[config.mk]
export PLATFORM = sky130hd
export DESIGN_NAME = mem_access_ctrl_flat
export DESIGN_NICKNAME = d
export VERILOG_FILES = /design/src/rtl/mem_access_ctrl_pkg.sv /design/src/rtl/mem_access_ctrl_if.sv /design/src/rtl/mem_access_ctrl_lane_align.sv /design/src/rtl/mem_access_ctrl.sv /design/src/flat_wrapper.sv
export SDC_FILE = /design/constraint.sdc
export NUM_CORES = 1
export LEC_CHECK = 0
export BUFFER_PORTS_ARGS = -buffer_cell sky130_fd_sc_hd__buf_2
export CORE_MARGIN = 5
export CORE_UTILIZATION = 45
export DETAILED_ROUTE_END_ITERATION = 8
export PLACE_DENSITY = 0.73
export SYNTH_ARGS = -nofsm -noshare
export SYNTH_HDL_FRONTEND = slang
export SYNTH_HIERARCHICAL = 1
export SYNTH_SLANG_ARGS = --single-unit
[constraint.sdc]
create_clock -name i_clk -period 5.7 [get_ports i_clk]
set_input_delay 0.57 -clock i_clk [delete_from_list [all_inputs] [get_ports i_clk]]
set_output_delay 0.57 -clock i_clk [all_outputs]
set_load 0.01 [all_outputs]
[src/rtl/mem_access_ctrl_pkg.sv]
// Shared definitions for the MEM-stage load/store sequencer: size codes,
// FSM state encoding, lane geometry and the alignment rule.
package mem_access_ctrl_pkg;

  localparam int unsigned MAC_NBITS = 32;
  localparam int unsigned MAC_LANES = MAC_NBITS / 8;

  typedef enum logic [1:0] {
    SZ_INV  = 2'b00,
    SZ_BYTE = 2'b01,
    SZ_HALF = 2'b10,
    SZ_WORD = 2'b11
  } size_e;

  typedef enum logic [1:0] {
    ST_IDLE,
    ST_REQ,
    ST_RESP,
    ST_ERR
  } state_e;

  function automatic logic is_legal(input logic [1:0] size, input logic [1:0] off);
    case (size_e'(size))
      SZ_BYTE: is_legal = 1'b1;
      SZ_HALF: is_legal = ~off[0];
      SZ_WORD: is_legal = (off == 2'b00);
      default: is_legal = 1'b0;
    endcase
  endfunction

endpackage

[src/rtl/mem_access_ctrl_if.sv]
// Pipeline-side and memory-side signals of mem_access_ctrl; slave is the
// controller's view, master is the view of whatever surrounds it.
interface mem_access_ctrl_if #(
  parameter int NBITS  = 32,
  parameter int SIZE   = 2,
  parameter int ADDR_W = 32
);
  logic              i_valid;
  logic              i_we;
  logic [SIZE-1:0]   i_size;
  logic              i_sign;
  logic [ADDR_W-1:0] i_addr;
  logic [NBITS-1:0]  i_wdata;
  logic              o_stall;
  logic              o_rvalid;
  logic [NBITS-1:0]  o_rdata;
  logic              o_misalign;
  logic              o_fault;
  logic              o_mem_en;
  logic              o_mem_we;
  logic [NBITS/8-1:0] o_mem_be;
  logic [ADDR_W-1:0] o_mem_addr;
  logic [NBITS-1:0]  o_mem_wdata;
  logic              i_mem_ack;
  logic [NBITS-1:0]  i_mem_rdata;

  modport slave (
    input  i_valid, i_we, i_size, i_sign, i_addr, i_wdata, i_mem_ack, i_mem_rdata,
    output o_stall, o_rvalid, o_rdata, o_misalign, o_fault,
           o_mem_en, o_mem_we, o_mem_be, o_mem_addr, o_mem_wdata
  );

  modport master (
    output i_valid, i_we, i_size, i_sign, i_addr, i_wdata, i_mem_ack, i_mem_rdata,
    input  o_stall, o_rvalid, o_rdata, o_misalign, o_fault,
           o_mem_en, o_mem_we, o_mem_be, o_mem_addr, o_mem_wdata
  );
endinterface

[src/rtl/mem_access_ctrl_lane_align.sv]
// Combinational lane steering: byte enables and replicated store data from
// size/offset, plus extraction and sign/zero extension of load data.
module mem_lane_align
  import mem_access_ctrl_pkg::*;
(
  input  logic [1:0]           size_i,
  input  logic [1:0]           off_i,
  input  logic                 sign_i,
  input  logic [MAC_NBITS-1:0] wdata_i,
  input  logic [MAC_NBITS-1:0] rdata_i,
  output logic [MAC_LANES-1:0] be_o,
  output logic [MAC_NBITS-1:0] wdata_o,
  output logic [MAC_NBITS-1:0] ldata_o
);

  logic [MAC_NBITS-1:0] shifted;

  always_comb begin
    shifted = rdata_i >> {off_i, 3'b000};
    be_o    = '0;
    wdata_o = '0;
    ldata_o = '0;
    case (size_e'(size_i))
      SZ_BYTE: begin
        be_o    = MAC_LANES'(1) << off_i;
        wdata_o = {4{wdata_i[7:0]}};
        ldata_o = {{24{sign_i & shifted[7]}}, shifted[7:0]};
      end
      SZ_HALF: begin
        be_o    = MAC_LANES'(3) << {off_i[1], 1'b0};
        wdata_o = {2{wdata_i[15:0]}};
        ldata_o = {{16{sign_i & shifted[15]}}, shifted[15:0]};
      end
      SZ_WORD: begin
        be_o    = '1;
        wdata_o = wdata_i;
        ldata_o = rdata_i;
      end
      default: ;
    endcase
  end

endmodule

[src/rtl/mem_access_ctrl.sv]
// MEM-stage load/store sequencer: accepts one access, rejects misaligned ones,
// runs the memory handshake and returns extended load data.
// Optional ack-wait timeout enabled by defining MEMCTRL_TIMEOUT_EN.
module mem_access_ctrl
  import mem_access_ctrl_pkg::*;
#(
  parameter int NBITS   = 32,
  parameter int SIZE    = 2,
  parameter int ADDR_W  = 32,
  parameter int TIMEOUT = 16
) (
  input logic               i_clk,
  input logic               i_reset,
  mem_access_ctrl_if.slave  bus
);

  state_e            state_q, state_d;
  logic              accept;
  logic              we_q, sign_q;
  logic [SIZE-1:0]   size_q;
  logic [ADDR_W-1:0] addr_q;
  logic [NBITS-1:0]  wdata_q;
  logic [NBITS-1:0]  rdata_q, rdata_d;
  logic [NBITS/8-1:0] be;
  logic [NBITS-1:0]  wdata_rep, ld_data;
  logic              in_req;

  assign in_req = (state_q == ST_REQ);

  mem_lane_align u_align (
    .size_i  (size_q),
    .off_i   (addr_q[1:0]),
    .sign_i  (sign_q),
    .wdata_i (wdata_q),
    .rdata_i (bus.i_mem_rdata),
    .be_o    (be),
    .wdata_o (wdata_rep),
    .ldata_o (ld_data)
  );

`ifdef MEMCTRL_TIMEOUT_EN
  localparam int unsigned TMO_W = (TIMEOUT > 1) ? $clog2(TIMEOUT) : 1;
  logic [TMO_W-1:0] tmo_q;
  logic             fault_q;
  logic             tmo_hit;

  assign tmo_hit = in_req && !bus.i_mem_ack && (tmo_q == TMO_W'(TIMEOUT - 1));

  always_ff @(posedge i_clk or posedge i_reset) begin
    if (i_reset) begin
      tmo_q   <= '0;
      fault_q <= 1'b0;
    end else begin
      fault_q <= tmo_hit;
      if (accept) tmo_q <= '0;
      else if (in_req && !bus.i_mem_ack) tmo_q <= tmo_q + 1'b1;
    end
  end

  assign bus.o_fault = fault_q;
`else
  logic tmo_unused;
  assign tmo_unused  = (TIMEOUT > 0);
  assign bus.o_fault = 1'b0;
`endif

  always_comb begin
    state_d = state_q;
    accept  = 1'b0;
    unique case (state_q)
      ST_IDLE: begin
        if (bus.i_valid) begin
          accept  = 1'b1;
          state_d = is_legal(bus.i_size[1:0], bus.i_addr[1:0]) ? ST_REQ : ST_ERR;
        end
      end
      ST_REQ: begin
        if (bus.i_mem_ack) state_d = ST_RESP;
`ifdef MEMCTRL_TIMEOUT_EN
        else if (tmo_hit) state_d = ST_IDLE;
`endif
      end
      ST_RESP, ST_ERR: state_d = ST_IDLE;
      default:         state_d = ST_IDLE;
    endcase
  end

  // Load result is captured at ack and held until the next completion.
  always_comb begin
    rdata_d = rdata_q;
    if (in_req && bus.i_mem_ack) rdata_d = we_q ? '0 : ld_data;
`ifdef MEMCTRL_TIMEOUT_EN
    else if (tmo_hit) rdata_d = '0;
`endif
  end

  always_ff @(posedge i_clk or posedge i_reset) begin
    if (i_reset) begin
      state_q <= ST_IDLE;
      we_q    <= 1'b0;
      sign_q  <= 1'b0;
      size_q  <= '0;
      addr_q  <= '0;
      wdata_q <= '0;
      rdata_q <= '0;
    end else begin
      state_q <= state_d;
      rdata_q <= rdata_d;
      if (accept) begin
        we_q    <= bus.i_we;
        sign_q  <= bus.i_sign;
        size_q  <= bus.i_size;
        addr_q  <= bus.i_addr;
        wdata_q <= bus.i_wdata;
      end
    end
  end

  assign bus.o_stall     = !i_reset && ((state_q == ST_IDLE && bus.i_valid) || in_req);
  assign bus.o_rvalid    = (state_q == ST_RESP);
  assign bus.o_misalign  = (state_q == ST_ERR);
  assign bus.o_rdata     = rdata_q;
  assign bus.o_mem_en    = in_req;
  assign bus.o_mem_we    = in_req & we_q;
  assign bus.o_mem_be    = in_req ? be : '0;
  assign bus.o_mem_addr  = in_req ? {addr_q[ADDR_W-1:2], 2'b00} : '0;
  assign bus.o_mem_wdata = in_req ? wdata_rep : '0;

endmodule

[src/flat_wrapper.sv]
// flat-port wrapper written by rule: the top's interface ports become plain ports
module mem_access_ctrl_flat import mem_access_ctrl_pkg::*;
#(
  parameter int NBITS   = 32,
  parameter int SIZE    = 2,
  parameter int ADDR_W  = 32,
  parameter int TIMEOUT = 16
)
  (i_clk, i_reset, bus_i_valid, bus_i_we, bus_i_size, bus_i_sign, bus_i_addr, bus_i_wdata, bus_i_mem_ack, bus_i_mem_rdata, bus_o_stall, bus_o_rvalid, bus_o_rdata, bus_o_misalign, bus_o_fault, bus_o_mem_en, bus_o_mem_we, bus_o_mem_be, bus_o_mem_addr, bus_o_mem_wdata);
  mem_access_ctrl_if #(.NBITS(NBITS), .SIZE(SIZE), .ADDR_W(ADDR_W)) bus_i ();
  input logic i_clk;
  input logic i_reset;
  input wire logic [$bits(bus_i.i_valid)-1:0] bus_i_valid;
  input wire logic [$bits(bus_i.i_we)-1:0] bus_i_we;
  input wire logic [$bits(bus_i.i_size)-1:0] bus_i_size;
  input wire logic [$bits(bus_i.i_sign)-1:0] bus_i_sign;
  input wire logic [$bits(bus_i.i_addr)-1:0] bus_i_addr;
  input wire logic [$bits(bus_i.i_wdata)-1:0] bus_i_wdata;
  input wire logic [$bits(bus_i.i_mem_ack)-1:0] bus_i_mem_ack;
  input wire logic [$bits(bus_i.i_mem_rdata)-1:0] bus_i_mem_rdata;
  output wire logic [$bits(bus_i.o_stall)-1:0] bus_o_stall;
  output wire logic [$bits(bus_i.o_rvalid)-1:0] bus_o_rvalid;
  output wire logic [$bits(bus_i.o_rdata)-1:0] bus_o_rdata;
  output wire logic [$bits(bus_i.o_misalign)-1:0] bus_o_misalign;
  output wire logic [$bits(bus_i.o_fault)-1:0] bus_o_fault;
  output wire logic [$bits(bus_i.o_mem_en)-1:0] bus_o_mem_en;
  output wire logic [$bits(bus_i.o_mem_we)-1:0] bus_o_mem_we;
  output wire logic [$bits(bus_i.o_mem_be)-1:0] bus_o_mem_be;
  output wire logic [$bits(bus_i.o_mem_addr)-1:0] bus_o_mem_addr;
  output wire logic [$bits(bus_i.o_mem_wdata)-1:0] bus_o_mem_wdata;
  assign bus_i.i_valid = bus_i_valid;
  assign bus_i.i_we = bus_i_we;
  assign bus_i.i_size = bus_i_size;
  assign bus_i.i_sign = bus_i_sign;
  assign bus_i.i_addr = bus_i_addr;
  assign bus_i.i_wdata = bus_i_wdata;
  assign bus_i.i_mem_ack = bus_i_mem_ack;
  assign bus_i.i_mem_rdata = bus_i_mem_rdata;
  assign bus_o_stall = bus_i.o_stall;
  assign bus_o_rvalid = bus_i.o_rvalid;
  assign bus_o_rdata = bus_i.o_rdata;
  assign bus_o_misalign = bus_i.o_misalign;
  assign bus_o_fault = bus_i.o_fault;
  assign bus_o_mem_en = bus_i.o_mem_en;
  assign bus_o_mem_we = bus_i.o_mem_we;
  assign bus_o_mem_be = bus_i.o_mem_be;
  assign bus_o_mem_addr = bus_i.o_mem_addr;
  assign bus_o_mem_wdata = bus_i.o_mem_wdata;
  mem_access_ctrl #(.NBITS(NBITS), .SIZE(SIZE), .ADDR_W(ADDR_W), .TIMEOUT(TIMEOUT)) u_core (.i_clk(i_clk), .i_reset(i_reset), .bus(bus_i));
endmodule
==> flow_summary_export.csv <==
group,metric,value,unit
outcome,status,"completed",
routing,drt-initial-drc-count,352,
cts,cts_buffers,9,
critical_path,slowest_stage,"dfrtp_2",
floorplan,io_pins,210,
timing,hold_viol_final,0,
floorplan,std_cell_rows,41,
yosys,yosysTopAreaCell,"dfrtp_1",
yosys,synth_top_cell_area_share,43.4,%
timing,tns,0,ns
cts,clk_latency,0.35,ns
timing,max_slew_margin,22.9,%
yosys,synth_common_cells,"dfrtp_1, and2_1, mux2_2, nand2_1, o21ai_0",
finish,final_nets,868,
critical_path,required,5.13,ns
timing,worst-slew-pin-transition,1.16,ns
finish,diodes,0,
floorplan,coreArea,12700,sq um
routing,firstDrtPassIters,5,
yosys,yosys_warnings,6,
place,dpl_cell_area,6900,sq um
global_routing,antenna_found_initial,0,
cts,clk_pin_slew_worst_paths,0.07,ns
cts,cts_root_buf,"clkbuf_16",
cts,clkSinkCount,102,
place,post-dp-hpwl,11900,microns
yosys,ys.flop_type,"dfrtp_1",
yosys,synth.cell_area,5880,sq um
cts,clk_path_buf_depth,2,
routing,avgRoutedWirePerCell,17.6,microns
yosys,avgSynthCellArea,9.90,sq um
floorplan,die_h,124,microns
global_routing,grt_pass1_wl,27000,microns
routing,drc,0,
critical_path,path_depth,5,
finish,area_growth,22.0,%
critical_path,critPathLaunchType,"register",
yosys,async_flop_share,100,%
yosys,synthCells,594,
pwr,power_density,578,nW/um^2
timing,drv_slew,0,
routing,met2WireLength,7780,microns
routing,met1_length,6800,microns
place,gp_congestion,0.863,
place,io_buffers,206,
timing,fin_worst_skew,0.00357,ns
routing,ant_nets,0,
yosys,synthTopCellsByArea,"dfrtp_1, mux2_2, and2_1",
critical_path,setup.worst_path.end_class,"output port",
timing,period_needed,3.62,ns
critical_path,crit_fanout,61,
floorplan,die_area,15500,sq um
pwr,power.leakage,3.48,nW
routing,via_per_inst,5.36,
cts,cts_setup_buffers,0,
critical_path,slowest_delay,1.11,ns
timing,max_freq,276,MHz
yosys,yosys.cell_count.top_type,"dfrtp_1",
cts,hold_buffers,0,
critical_path,reg2reg_depth,5,
critical_path,path_class,"register to output port",
yosys,ys_types,34,
place,dpl_worst_slack,2.52,ns
timing,hold_slack,0.291,ns
cts,ctsResizeCount,0,
critical_path,arrival,3.05,ns
global_routing,grtUsageTotal,21.2,%
finish,layout-drive-gt1-share,39.0,%
timing,rsz0062_at_grt,"no",
min_path,hp-class,"input port to async pin",
timing,finalSetupViolCount,0,
yosys,ys_seq_elements,102,
routing,top_layer_used,"met4",
routing,drt-total-wl,16500,microns
routing,dr_wl_met3,1520,microns
finish,regArea,2550,sq um
pwr,vdd.ir_drop.worst,0.000258,V
cts,cts.htree.levels,3,
critical_path,critPathTopFamily,"simple AND/OR/NAND/NOR gates",
yosys,synth-edff-count,0,
run,max_cap_violations,0,
global_routing,grt_max_degree,69,
floorplan,die_x,124,microns
finish,final_area,7180,sq um
cts,cts_tree,"yes",
timing,layout_setup_ws,2.08,ns
timing,period_share,63.6,%
yosys,yosysSeqAreaShare,43.4,%
global_routing,grt_pass1_vias,5326,
global_routing,gr-total-overflow,0,
finish,n_fill_cell,1175,
finish,multi_input_area,3050,sq um
critical_path,critical_path_buf_inv_count,1,
critical_path,cp_cell_sequence,"nor2b_2 -> nand2_1 -> o21ai_0 -> and2_1 -> buf_2",
floorplan,start_util,46.2,%
routing,vias,5041,
## per-layer routing
layer / vias up / GRT usage, %
met1: 2383 / 26.7
li1: 2393 / -
met5: - / 0
met2: 235 / 34.0
met4: 0 / 8.83
met3: 30 / 6.43
## report_power, final
| group | leakage, nW | switching [mW] | internal [mW] |
|---|---|---|---|
| registers | 1.25 | 0.405 | 1.08 |
| clock network | 0.127 | 0.283 | 0.299 |
| logic | 2.10 | 1.06 | 1.02 |
## kinds of logic after synthesis
kind of cell	Yosys count	synth area share (%)
buffers and inverters	57	4.89
AO/OA/AOI/OAI	116	13.0
other	1	0.0638
flip-flops	102	43.4
multiplexers	94	17.8
AND/OR/NAND/NOR	224	20.8
## registers in the layout, summed over array words and instances (netlist names)
signal              flops
u_core/addr_q          32
u_core/bus.o_rdata     32
u_core/sign_q           1
u_core/size_q           2
u_core/state_q          2
u_core/wdata_q         32
u_core/we_q             1
## cells in the final DEF (no fill, tap or decap), drive strengths merged, types with 15 or more instances in the layout
cell / synthesis / final
a21oi: 15 / 15
and2: 69 / 69
buf: 26 / 210
dfrtp: 102 / 102
mux2: 77 / 77
mux2i: 16 / 16
nand2: 68 / 68
nand2b: 42 / 42
nand3: 24 / 24
o21ai: 54 / 54
## final timing paths
check | start | end | slack [ns]
max in group asynchronous | i_reset | u_core/addr_q[22]$_DFFE_PP0P_ | 4.26
worst max register to register | u_core/size_q[1]$_DFFE_PP0P_ | u_core/bus.o_rdata[26]$_DFFE_PP0P_ | 2.52
worst max-delay path | u_core/size_q[1]$_DFFE_PP0P_ | bus_o_mem_wdata[16] | 2.08
worst min-delay path | i_reset | u_core/state_q[0]$_DFFE_PP0P_ | 0.29
worst min register to register | u_core/bus.o_rdata[17]$_DFFE_PP0P_ | u_core/bus.o_rdata[17]$_DFFE_PP0P_ | 0.48
min in group i_clk | bus_i_mem_ack | u_core/state_q[0]$_DFFE_PP0P_ | 0.43
## layout make-up
class	instances	area share, %
clock buffers	10	3.19
clock inverters	6	0.663
inverters	4	0.244
multi-input cells	437	42.5
flip-flops and latches	102	35.6
well taps	172	3.00
repair buffers	210	14.8
## through the flow
step           power (mW)  utilization (%)  cells
6_report             4.15             56.4    941
5_1_grt              4.48             56.4    941
4_1_cts              4.19             56.4    941
3_5_place_dp         3.59             54.2    925
3_3_place_gp         3.49             54.2    925
2_1_floorplan        2.91                -    596
Power figures use the tool's default switching activity.
